--- src/rtl/clk_set_button.sv ---
// Set/advance button conditioner: two-flop synchronizer, tick-based debounce and
// hold-to-auto-repeat, producing a single-cycle advance strobe for the time counters.
module clk_set_button #(
  parameter int DB_TICKS   = 20,
  parameter int REP_DELAY  = 500,
  parameter int REP_PERIOD = 100,
  parameter int CW         = 10
) (
  input  logic clk,
  input  logic rst,
  input  logic i_btn,
  input  logic i_tick,
  input  logic i_set_mode,
  output logic o_add,
  output logic o_held
);

  localparam logic [CW-1:0] DB_LAST  = CW'(DB_TICKS - 1);
  localparam logic [CW-1:0] DLY_LAST = CW'(REP_DELAY - 1);
  localparam logic [CW-1:0] PER_LAST = CW'(REP_PERIOD - 1);

  typedef enum logic [1:0] {
    IDLE   = 2'd0,
    DELAY  = 2'd1,
    REPEAT = 2'd2
  } state_t;

  logic          sync1_reg;
  logic          s_btn;
  logic          stable_reg, stable_next;
  logic [CW-1:0] db_cnt_reg, db_cnt_next;
  logic [CW-1:0] rep_cnt_reg, rep_cnt_next;
  state_t        state_reg, state_next;
  logic          fire;
  logic          add_reg;

  // Debounce: count ticks while the synchronized level disagrees with the accepted one.
  always_comb begin
    stable_next = stable_reg;
    db_cnt_next = '0;
    if (s_btn != stable_reg) begin
      db_cnt_next = db_cnt_reg;
      if (i_tick) begin
        if (db_cnt_reg == DB_LAST) begin
          stable_next = s_btn;
          db_cnt_next = '0;
        end else begin
          db_cnt_next = db_cnt_reg + CW'(1);
        end
      end
    end
  end

  // Decisions use stable_next so the first pulse lines up with o_held rising and a
  // release that coincides with a repeat expiry suppresses that pulse.
  always_comb begin
    state_next   = state_reg;
    rep_cnt_next = rep_cnt_reg;
    fire         = 1'b0;
    case (state_reg)
      IDLE: begin
        rep_cnt_next = '0;
        if (stable_next && !stable_reg) begin
          fire       = 1'b1;
          state_next = DELAY;
        end
      end
      DELAY: begin
        if (!stable_next) begin
          state_next   = IDLE;
          rep_cnt_next = '0;
        end else if (i_tick) begin
          if (rep_cnt_reg == DLY_LAST) begin
            fire         = 1'b1;
            rep_cnt_next = '0;
            state_next   = REPEAT;
          end else begin
            rep_cnt_next = rep_cnt_reg + CW'(1);
          end
        end
      end
      REPEAT: begin
        if (!stable_next) begin
          state_next   = IDLE;
          rep_cnt_next = '0;
        end else if (i_tick) begin
          if (rep_cnt_reg == PER_LAST) begin
            fire         = 1'b1;
            rep_cnt_next = '0;
          end else begin
            rep_cnt_next = rep_cnt_reg + CW'(1);
          end
        end
      end
      default: begin
        state_next   = IDLE;
        rep_cnt_next = '0;
      end
    endcase
  end

  always_ff @(posedge clk or posedge rst) begin
    if (rst) begin
      sync1_reg   <= 1'b0;
      s_btn       <= 1'b0;
      stable_reg  <= 1'b0;
      db_cnt_reg  <= '0;
      rep_cnt_reg <= '0;
      state_reg   <= IDLE;
      add_reg     <= 1'b0;
    end else begin
      sync1_reg   <= i_btn;
      s_btn       <= sync1_reg;
      stable_reg  <= stable_next;
      db_cnt_reg  <= db_cnt_next;
      rep_cnt_reg <= rep_cnt_next;
      state_reg   <= state_next;
      add_reg     <= fire & i_set_mode;
    end
  end

  assign o_add  = add_reg;
  assign o_held = stable_reg;

endmodule
--- config.mk ---
export PLATFORM = sky130hd
export DESIGN_NAME = clk_set_button
export DESIGN_NICKNAME = d
export VERILOG_FILES = /design/src/rtl/clk_set_button.sv
export SDC_FILE = /design/constraint.sdc
export NUM_CORES = 1
export LEC_CHECK = 0
export BUFFER_PORTS_ARGS = -buffer_cell sky130_fd_sc_hd__buf_2
export CAP_MARGIN = 20
export CORE_ASPECT_RATIO = 1.25
export CORE_MARGIN = 4
export CORE_UTILIZATION = 40
export DETAILED_ROUTE_END_ITERATION = 8
export PLACE_DENSITY = 0.55
export RECOVER_POWER = 25
export REMOVE_ABC_BUFFERS = 1
export SETUP_SLACK_MARGIN = 0.05
export SLEW_MARGIN = 20
export SYNTH_ARGS = -nofsm -noshare
export SYNTH_HDL_FRONTEND = slang
export SYNTH_SLANG_ARGS = --single-unit
--- constraint.sdc ---
create_clock -name clk -period 2.6 [get_ports clk]
set_clock_uncertainty 0.2 [all_clocks]
set_input_delay 0.78 -clock clk [delete_from_list [all_inputs] [get_ports clk]]
set_output_delay 0.78 -clock clk [all_outputs]
set_load 0.02 [all_outputs]
==> qor.yml <==
hold_buffers: 0
coreArea_um2: 3820
row_count: 25
synth.top_cell.area_share_pct: 41.0
slew_headroom_pct: 8.35
die_w_um: 64.3
die_area_um2: 5040
num-nets-final: 185
synth.largest_area_cell: "dfrtp_1"
r2r_cells: 6
start_util_pct: 41.6
worst-endpoint-arrival_ns: 2.19
power_mw: 0.799
drv_slew: 0
portBuffers: 6
tightest_slew_ns: 1.37
io_pins: 7
first_pass_iters: 4
clkLatencyLatePin_ns: 0.28
clock_tree.root_cell: "clkbuf_8"
tns_ns: 0
antenna_found_initial: 0
ys.flop_type: "dfrtp_1"
startpoint_type: "flip-flop"
clk_pin_slew_worst_paths_ns: 0.09
cts_tree: "yes"
ant_nets: 0
drc: 0
cap_violations: 0
cts_resized: 0
r2r_start: "rep_cnt_reg[0]"
clock.fmax_mhz: 446
syn_inst: 168
clkSinkCount: 26
antenna_cells: 0
post_cts_buffers: 0
required_ns: 2.55
grt_start_max_net_pins: 27
syn_to_final_growth_pct: 7.89
viasPerCell: 5.60
rsz0062_at_grt: "no"
layout-drive-gt1-share_pct: 12.7
layout_min_cycle_time_ns: 2.24
finalSetupViolCount: 0
syn_area_per_cell_um2: 9.44
synth-async-reset-ratio_pct: 100
synth_cell_types: 44
cp-end-kind: "flip-flop"
r2r_end: "rep_cnt_reg[2]"
fin_crit_sh_pct: 86.3
synth_seq_cells: 26
wirelength_um: 3170
vdd_drop_max_mv: 0.137
grt_pass1_vias: 1184
yosysSeqAreaShare_pct: 41.0
synth_edf_count: 0
htreeDepth: 1
grt_use_total_pct: 14.2
worstHoldPathCells: 0
worstHoldStart: "sync1_reg"
yosys_warnings: 0
grt_overflow_total: 0
drt_iter0_drc: 92
ys_top_cells_by_area: "dfrtp_1, nand2_1, ha_1, nand4_1, o21ai_0"
status: "completed"
hpwl_um: 2260
crit_type: "reg -> reg"
min_path_type: "reg -> reg"
r2r_slack_ns: 0.36
vias: 1271
chipHeight_um: 78.4
grt_first_pass_wirelength_um: 5730
critPathMaxFanout: 11
wl_per_cell_um: 14.0
cts_buffer_depth: 2
netlist_area_um2: 1590
power_leakage_nw: 0.715
cellPowerDensity_nw_per_um2: 467
place.gp.congestion: 0.794
cts_buffers: 3
fill_cells: 379
hold_end: "s_btn"
hold_viol_final: 0
[per-layer routing]
metal / vias to the layer above / track usage (%) / share of wire [%]
li1: 627 / - / -
met1: 621 / 19.3 / 47
met2: 18 / 22.1 / 47
met3: 5 / 2.72 / 3.1
met4: 0 / 5.92 / 2.0
met5: - / 0 / 0
[cells by family (layout without fill, tap and decap cells)]
| kind of cell | after synthesis | count (layout) | synth area share [%] |
|---|---|---|---|
| adder cells (fa/ha/maj) | 6 | 6 | 4.73 |
| flip-flops | 26 | 26 | 41.0 |
| AND/OR/NAND/NOR | 77 | 77 | 26.4 |
| multiplexers | 5 | 5 | 3.47 |
| XOR/XNOR | 4 | 4 | 2.21 |
| buffers and inverters | 11 | 16 | 4.18 |
| AO/OA/AOI/OAI | 39 | 39 | 18.0 |
[worst max path at each step]
stage	startpoint	to	slack [ns]	cells past startpoint
floorplan	i_tick	rep_cnt_reg[2]	0.53	5
global placement	i_tick	rep_cnt_reg[2]	0.23	6
detailed placement	i_tick	rep_cnt_reg[2]	0.19	6
CTS	rep_cnt_reg[0]	rep_cnt_reg[2]	0.35	6
global route	rep_cnt_reg[0]	rep_cnt_reg[2]	0.20	6
finish	rep_cnt_reg[0]	rep_cnt_reg[2]	0.36	6
[critical path, stage by stage, from the launching register on]
cell and delay (ns):
dfrtp_1 0.40, ha_1 0.25, nor4b_2 0.33, nand4_1 0.22, a32o_2 0.41, a41oi_1 0.23, a31oi_1 0.07
[cell usage after synthesis (3+ instances only)]
| cell | n |
|---|---|
| ha_1 | 6 |
| o21ai_0 | 11 |
| dfrtp_1 | 26 |
| o21ai_1 | 4 |
| nand2b_1 | 3 |
| nand4_1 | 10 |
| mux2i_1 | 4 |
| xnor2_1 | 3 |
| and3_1 | 4 |
| nand3_1 | 9 |
| nand2_1 | 22 |
| a41oi_2 | 3 |
| a31oi_1 | 5 |
| nor3_1 | 4 |
| inv_1 | 5 |
| nor2_1 | 11 |
[where the power goes]
group	leakage, nW	internal [mW]	switching (mW)
clock network	0.0357	0.207	0.138
logic	0.322	0.0125	0.0267
registers	0.357	0.410	0.00538
total	0.715	0.629	0.170
[cell usage in the layout (no fill, tap or decap), types with 2 or more instances in the layout]
cell       count
dfrtp_1       26
nand2_1       22
nor2_1        11
o21ai_0       11
nand4_1       10
nand3_1        9
ha_1           6
buf_2          6
a31oi_1        5
inv_1          5
nor3_1         4
o21ai_1        4
and3_1         4
mux2i_1        4
xnor2_1        3
a41oi_2        3
nand2b_1       3
clkbuf_8       3
nor2b_1        2
or2_2          2
and2_1         2
o2111ai_1      2
nor3b_1        2
o211ai_1       2
a41oi_1        2
o31ai_1        2
[cell type report]
| class | count | area, µm² | share of cell area, % |
|---|---|---|---|
| Clock buffer | 3 | 41.3 | 2.41 |
| Clock inverter | 1 | 30.0 | 1.75 |
| Inverter | 5 | 18.8 | 1.10 |
| Multi-Input combinational cell | 131 | 870 | 50.8 |
| Sequential cell | 26 | 651 | 38.0 |
| Tap cell | 54 | 67.6 | 3.95 |
| Timing Repair Buffer | 7 | 33.8 | 1.97 |
[metrics by stage]
stage / util, % / area (µm²) / hold slack (ns) / instances / setup WS (ns)
global placement: 43.1 / 1640 / 0.146 / 223 / 0.230
floorplan: - / 1540 / 0.131 / 162 / 0.533
finish: 44.9 / 1710 / 0.165 / 227 / 0.356
CTS: 45.0 / 1720 / 0.169 / 227 / 0.348
detailed placement: 43.1 / 1640 / 0.146 / 223 / 0.186
global route: 44.9 / 1710 / 0.170 / 227 / 0.197
Power figures use the tool's default switching activity.
